<file path="src/rtl/mem_port_arbiter.sv">
// Shares one single-ported memory between instruction fetch and data; data has priority with IF anti-starvation.
// Latency: mem_req_o one cycle after IDLE sample, ready one cycle after ack; requesters hold req until ready (stall_o).
module mem_port_arbiter #(
    parameter int ADDR_W     = 32,
    parameter int DATA_W     = 32,
    parameter int STARVE_MAX = 4,
    parameter int TIMEOUT    = 64
) (
    input  logic              clk_i,
    input  logic              rst_i,
    input  logic              if_req_i,
    input  logic [ADDR_W-1:0] if_addr_i,
    output logic              if_ready_o,
    output logic [DATA_W-1:0] if_rdata_o,
    input  logic              d_req_i,
    input  logic              d_we_i,
    input  logic [ADDR_W-1:0] d_addr_i,
    input  logic [DATA_W-1:0] d_wdata_i,
    output logic              d_ready_o,
    output logic [DATA_W-1:0] d_rdata_o,
    output logic              mem_req_o,
    output logic              mem_we_o,
    output logic [ADDR_W-1:0] mem_addr_o,
    output logic [DATA_W-1:0] mem_wdata_o,
    input  logic              mem_ack_i,
    input  logic [DATA_W-1:0] mem_rdata_i,
    output logic              err_o,
    output logic              stall_o
);

    typedef enum logic [2:0] {
        IDLE   = 3'd0,
        MEM_I  = 3'd1,
        MEM_D  = 3'd2,
        RESP_I = 3'd3,
        RESP_D = 3'd4
    } state_t;

    localparam logic [3:0] STARVE_LIM = 4'(STARVE_MAX);
    localparam logic [7:0] WD_LAST    = 8'(TIMEOUT - 1);

    state_t            state_q, state_d;
    logic [3:0]        starve_cnt_q, starve_cnt_d;
    logic [7:0]        wd_cnt_q, wd_cnt_d;
    logic [ADDR_W-1:0] addr_q, addr_d;
    logic              we_q, we_d;
    logic [DATA_W-1:0] wdata_q, wdata_d;
    logic [DATA_W-1:0] if_rdata_q, if_rdata_d;
    logic [DATA_W-1:0] d_rdata_q, d_rdata_d;
    logic              err_q, err_d;
    logic              if_wins;

    // IF only beats a concurrent data request once it has been passed over STARVE_MAX times.
    assign if_wins = if_req_i && (!d_req_i || (starve_cnt_q == STARVE_LIM));

    always_comb begin
        state_d      = state_q;
        starve_cnt_d = starve_cnt_q;
        wd_cnt_d     = wd_cnt_q;
        addr_d       = addr_q;
        we_d         = we_q;
        wdata_d      = wdata_q;
        if_rdata_d   = if_rdata_q;
        d_rdata_d    = d_rdata_q;
        err_d        = err_q;

        unique case (state_q)
            IDLE: begin
                if (if_wins) begin
                    state_d      = MEM_I;
                    addr_d       = if_addr_i;
                    we_d         = 1'b0;
                    wdata_d      = '0;
                    wd_cnt_d     = '0;
                    starve_cnt_d = '0;
                end else if (d_req_i) begin
                    state_d  = MEM_D;
                    addr_d   = d_addr_i;
                    we_d     = d_we_i;
                    wdata_d  = d_wdata_i;
                    wd_cnt_d = '0;
                    if (if_req_i && (starve_cnt_q < STARVE_LIM)) begin
                        starve_cnt_d = starve_cnt_q + 4'd1;
                    end
                end
            end
            MEM_I: begin
                if (mem_ack_i) begin
                    state_d    = RESP_I;
                    if_rdata_d = mem_rdata_i;
                end else if (wd_cnt_q == WD_LAST) begin
                    state_d    = RESP_I;
                    if_rdata_d = '0;
                    err_d      = 1'b1;
                end else begin
                    wd_cnt_d = wd_cnt_q + 8'd1;
                end
            end
            MEM_D: begin
                if (mem_ack_i) begin
                    state_d = RESP_D;
                    if (!we_q) begin
                        d_rdata_d = mem_rdata_i;
                    end
                end else if (wd_cnt_q == WD_LAST) begin
                    state_d = RESP_D;
                    err_d   = 1'b1;
                    if (!we_q) begin
                        d_rdata_d = '0;
                    end
                end else begin
                    wd_cnt_d = wd_cnt_q + 8'd1;
                end
            end
            RESP_I, RESP_D: begin
                state_d = IDLE;
            end
            default: begin
                state_d = IDLE;
            end
        endcase
    end

    always_ff @(posedge clk_i or posedge rst_i) begin
        if (rst_i) begin
            state_q      <= IDLE;
            starve_cnt_q <= '0;
            wd_cnt_q     <= '0;
            addr_q       <= '0;
            we_q         <= 1'b0;
            wdata_q      <= '0;
            if_rdata_q   <= '0;
            d_rdata_q    <= '0;
            err_q        <= 1'b0;
        end else begin
            state_q      <= state_d;
            starve_cnt_q <= starve_cnt_d;
            wd_cnt_q     <= wd_cnt_d;
            addr_q       <= addr_d;
            we_q         <= we_d;
            wdata_q      <= wdata_d;
            if_rdata_q   <= if_rdata_d;
            d_rdata_q    <= d_rdata_d;
            err_q        <= err_d;
        end
    end

    // Request and ready decode straight from state so reset drops them without waiting for an edge.
    assign mem_req_o   = (state_q == MEM_I) || (state_q == MEM_D);
    assign if_ready_o  = (state_q == RESP_I);
    assign d_ready_o   = (state_q == RESP_D);
    assign mem_we_o    = we_q;
    assign mem_addr_o  = addr_q;
    assign mem_wdata_o = wdata_q;
    assign if_rdata_o  = if_rdata_q;
    assign d_rdata_o   = d_rdata_q;
    assign err_o       = err_q;
    assign stall_o     = (if_req_i && !if_ready_o) || (d_req_i && !d_ready_o);

endmodule

</file>
<file path="config.mk">
export PLATFORM = sky130hd
export DESIGN_NAME = mem_port_arbiter
export DESIGN_NICKNAME = d
export VERILOG_FILES = /design/src/rtl/mem_port_arbiter.sv
export SDC_FILE = /design/constraint.sdc
export NUM_CORES = 1
export LEC_CHECK = 0
export CAP_MARGIN = 20
export CORE_AREA = 5 5 170 131
export CTS_CLUSTER_DIAMETER = 200
export DETAILED_ROUTE_END_ITERATION = 8
export DIE_AREA = 0 0 175 136
export GPL_TIMING_DRIVEN = 0
export SYNTH_ARGS = -nofsm -noshare
export SYNTH_HDL_FRONTEND = slang
export SYNTH_SLANG_ARGS = --single-unit
</file>
<file path="constraint.sdc">
create_clock -name clk_i -period 7.6 [get_ports clk_i]
set_input_delay 1.52 -clock clk_i [delete_from_list [all_inputs] [get_ports clk_i]]
set_output_delay 1.52 -clock clk_i [all_outputs]
set_load 0.01 [all_outputs]
</file>
---- Word level (Yosys, flattened, before mapping) ----
Cells that the tools add are included.
cells by class
  add/sub/neg operators ................... 2
  $mul .................................... 0
  div/mod/pow operators ................... 0
  magnitude comparators ................... 1
  equal/unequal tests ..................... 11
  shift-type cells ........................ 0
  multiplexer cells ....................... 27
  bitwise logic cells ..................... 2
  reduce and logical (&&, ||, !) cells .... 23
operator list
  cell                   count
  $mux W32               10
  $mux W8                4
  $mux W3                6
  $pmux W8 S2            1
  $mux W4                3
  $reduce_and A3 Y1      4
  $ne A3 B3 Y1 const B   3
  $pmux W3 S3            1
  $add A8 B1 Y8 const B  1
  $eq A8 B6 Y1 const B   1
  $reduce_bool A2 Y1     4
  $eq A3 B2 Y1 const B   2
  $add A4 B1 Y4 const B  1
  $eq A4 B3 Y1 const B   1
  $logic_and A1 B1 Y1    4
  $lt A4 B3 Y1 const B   1
  $ne A2 B2 Y1 const B   2
  $reduce_and A2 Y1      2
  $reduce_and A4 Y1      1
  $eq A3 B1 Y1 const B   1
  $eq A3 B3 Y1 const B   1
  $logic_not A1 Y1       3
  $logic_not A3 Y1       1
  $logic_or A1 B1 Y1     3
  other kinds (3)        5
word-level totals
  bits in registers ....................... 145
  bits in latches ......................... 0
  bits in writable memories ............... 0
  bits in read-only memories .............. 0
  input bits .............................. 134
  output and inout port bits .............. 134
  memories ................................ 0

---- Depth between registers and ports, before layout ----
  depth in word-level cells ............... 5
  gate-level depth with buffers ........... 8

---- Least setup slack after synthesis ----
No wires, ideal clock.
  path type ............................... input -> output
  from .................................... in if_req_i
  to ...................................... out stall_o
  arrival time ............................ 1.970 ns
  required time ........................... 6.080 ns
  setup slack ............................. 4.110 ns
  stages on the path ...................... 3
  path through ............................ buf_2 > inv_1 > o22ai_1
between the ends
  cells in the longest elaborated chain, start to end .. 2
ends and longest elaborated chain
  item                 line  source
  start, declared      11    input logic if_req_i,
  $logic_and A1 B1 Y1  158   assign stall_o = (if_req_i && !if_ready_o) || (d_req_i && !d_ready_o);
  $logic_or A1 B1 Y1   158
  end, declared        28    output logic stall_o
No other way between the ends.

---- Worst setup path after layout ----
  from .................................... in d_req_i
  to ...................................... out stall_o
between the ends
  cells in the longest elaborated chain, start to end .. 2
ends and longest elaborated chain
  item                 line  source
  start, declared      15    input logic d_req_i,
  $logic_and A1 B1 Y1  158
  $logic_or A1 B1 Y1   158
No other way between the ends.

==> impl_metrics.yaml <==
setup_path:
  crit_path_top_delay_cell: "clkdlybuf4s50_1"
  cp_cell_sequence: "clkdlybuf4s50_1 > inv_1 > o22ai_1 > clkdlybuf4s50_1"
  cpPeakStageDelay_ns: 0.57
  critPathRequiredTime_ns: 6.08
  cp-start-kind: "primary input"
  crit_path_end_kind: "primary output"
  crit_top_cell: "clkdlybuf4s50_1"
  cp_max_fo: 4
  worstSetupPathType: "primary input to primary output"
  cp.arrival_ns: 2.87
die:
  core-area_mm2: 0.02060
  num_io_pins: 268
  die_x_um: 175
  start_util: 0.2932
  rows: 46
  dieArea_mm2: 0.02380
  die_h_um: 136
global_routing:
  grt_first_pass_wirelength_mm: 31.48
  grt_pass1_vias: 5562
  grt_overflow: 0
  track_usage: 0.1678
  grt_antenna_before_repair: 0
  grt_start_max_net_pins: 89
timing:
  fin_skew_ns: 0.01278
  final-max-slew-violation-count: 0
  tightest_slew_ns: 0.6999
  slew_headroom: 0.5334
  finalCritPeriodShare: 0.5779
  period_minus_slack_ns: 4.392
  fmax_mhz: 227.7
  setup_tns_ns: 0
  setup_viol_count_final: 0
  rsz0062_at_grt: "false"
  hold_violations: 0
clock_network:
  max-clock-path-buffers: 2
  cts-root-buf: "clkbuf_16"
  clk_pin_slew_ns: 0.07
  h-tree-depth: 4
  cts-buffers-inserted: 17
  tritoncts: "yes"
  cts_hold_buf: 0
  postCtsSetupBuffers: 0
  cts_resized: 0
  clkSinkCount: 145
  insertion_delay_ns: 0.42
detailed_routing:
  wl_per_cell_um: 17.87
  drt_iter0_drc: 244
  via_per_inst: 4.755
  route.detailed.drc: 0
  num_vias: 5364
  firstDrtPassIters: 4
  finalWirelength_mm: 20.16
  ant_nets: 0
yosys:
  yosysSeqAreaShare: 0.6005
  ys_ff_latch: 145
  synth_area_mm2: 0.006042
  synth_ff_type: "dfrtp_1"
  yosysMostFrequentCell: "dfrtp_1"
  async_flop_share: 1.000
  netlist_top_cells_area: "dfrtp_1 60%, nand2_1 6.5%, a22o_1 5.8%"
  synth_nets: 702
  synthCells: 565
  synth.largest_area_cell: "dfrtp_1"
  yosysWarnings: 0
  yosysTopAreaCellShare: 0.6005
  ys_types: 47
  synthTopCellsByCount: "145 x dfrtp_1, 105 x nand2_1, 67 x a21oi_1"
  synth_edf_count: 0
  syn_area_per_cell_um2: 10.69
run_status:
  outcome: "finished clean"
place:
  dp_cells: 1096
  gp_congestion: 0.8018
  port_buffers: 266
  dp_hpwl_mm: 14.62
layout:
  layout.nets: 988
  num_antenna_cells: 0
  area_growth_syn_to_layout_pct: 59.58
  finalNonFillerCells: 1128
  fin_util: 0.4679
  drive_gt1_frac: 0.1100
pwr:
  powerDensity_mw_per_mm2: 411.7
  power_leakage_uw: 0.004376
  vdd_ir_drop_max_mv: 0.1636
min_path:
  hp-class: "flop to flop"
job:
  maxCapViolCount: 0
-- cells in the final DEF (no fill, tap or decap), drive strengths merged, types with 2 or more instances in the layout --
master / count
clkdlybuf4s50: 266
dfrtp: 145
nand2: 105
a21oi: 67
a22o: 65
nor2: 40
nand3: 39
buf: 31
clkbuf: 30
inv: 15
and3: 5
clkinv: 5
nand4: 4
mux2i: 4
o21ai: 4
o21a: 3
or3: 3
ha: 3
a41oi: 3
a211oi: 3
xnor2: 2
o22ai: 2
and2: 2
and3b: 2
nor3: 2
a21boi: 2
-- layer usage --
layer  vias up  global-route usage  share of wire
met3        13             0.07617           0.10
met4         0             0.04579         0.0098
li1       2570                   -              -
met5         -                   0              0
met1      2575              0.2201           0.45
met2       206              0.2526           0.44
-- through the flow --
step	setup slack (ns)	power, µW	hold slack, ns	area (µm²)
floorplan	2.185	2169	0.4836	6042
detailed placement	3.236	3161	0.4548	9067
global route	3.173	4229	0.4883	9642
CTS	3.230	4023	0.4706	9642
finish	3.208	3970	0.4671	9642
global placement	-0.1693	3149	0.4504	9035
-- power breakdown --
part           switching [µW]  total [µW]  internal [µW]
logic                     847        1820            977
clock network             371         834            463
registers                 199        1310           1110
total                    1420        3970           2550
-- flip-flops by register name, summed over array words and instances, names as in the netlist --
name / cells
mem_we_o: 1
if_rdata_o: 32
wd_cnt_q: 8
state_q: 3
mem_addr_o: 32
mem_wdata_o: 32
d_rdata_o: 32
starve_cnt_q: 4
err_o: 1
-- cells by family after synthesis --
kind of cell,synth area share
AND/OR/NAND/NOR,0.1532
AO/OA/AOI/OAI,0.1843
flip-flops,0.6005
buffers and inverters,0.04618
multiplexers,0.006627
adder cells (fa/ha/maj),0.006213
XOR/XNOR,0.002900
-- critical path: cells and delay by family --
kind | cells | cell delay (ns)
buf+inv | 3 | 1.23
compound gates | 1 | 0.12
-- area by class of cell --
| cell class | instances | area (µm²) |
|---|---|---|
| fill | 1947 | 10960 |
| timing repair buffer | 267 | 2690 |
| clock buffer | 17 | 425.4 |
| tap | 264 | 330.3 |
| clock inverter | 15 | 148.9 |
| multi-input combinational | 371 | 2135 |
| buffer | 43 | 256.5 |
| inverter | 6 | 27.53 |
| sequential | 145 | 3628 |
-- final timing paths --
| path | from | to | slack [ns] | cells after the start |
|---|---|---|---|---|
| worst max-delay path | d_req_i | stall_o | 3.21 | 4 |
| worst min-delay path | mem_wdata_o[17]$_DFFE_PP0P_ | mem_wdata_o[17]$_DFFE_PP0P_ | 0.47 | 2 |
| worst max register to register | starve_cnt_q[0]$_DFFE_PP0P_ | mem_wdata_o[17]$_DFFE_PP0P_ | 5.43 | 8 |
| worst min register to register | mem_wdata_o[17]$_DFFE_PP0P_ | mem_wdata_o[17]$_DFFE_PP0P_ | 0.47 | 2 |
| max in group asynchronous | rst_i | starve_cnt_q[3]$_DFFE_PP0P_ | 5.22 | 3 |
| min in group asynchronous | rst_i | mem_wdata_o[7]$_DFFE_PP0P_ | 1.54 | 2 |
Note: power is estimated with default switching activity, not from simulation.
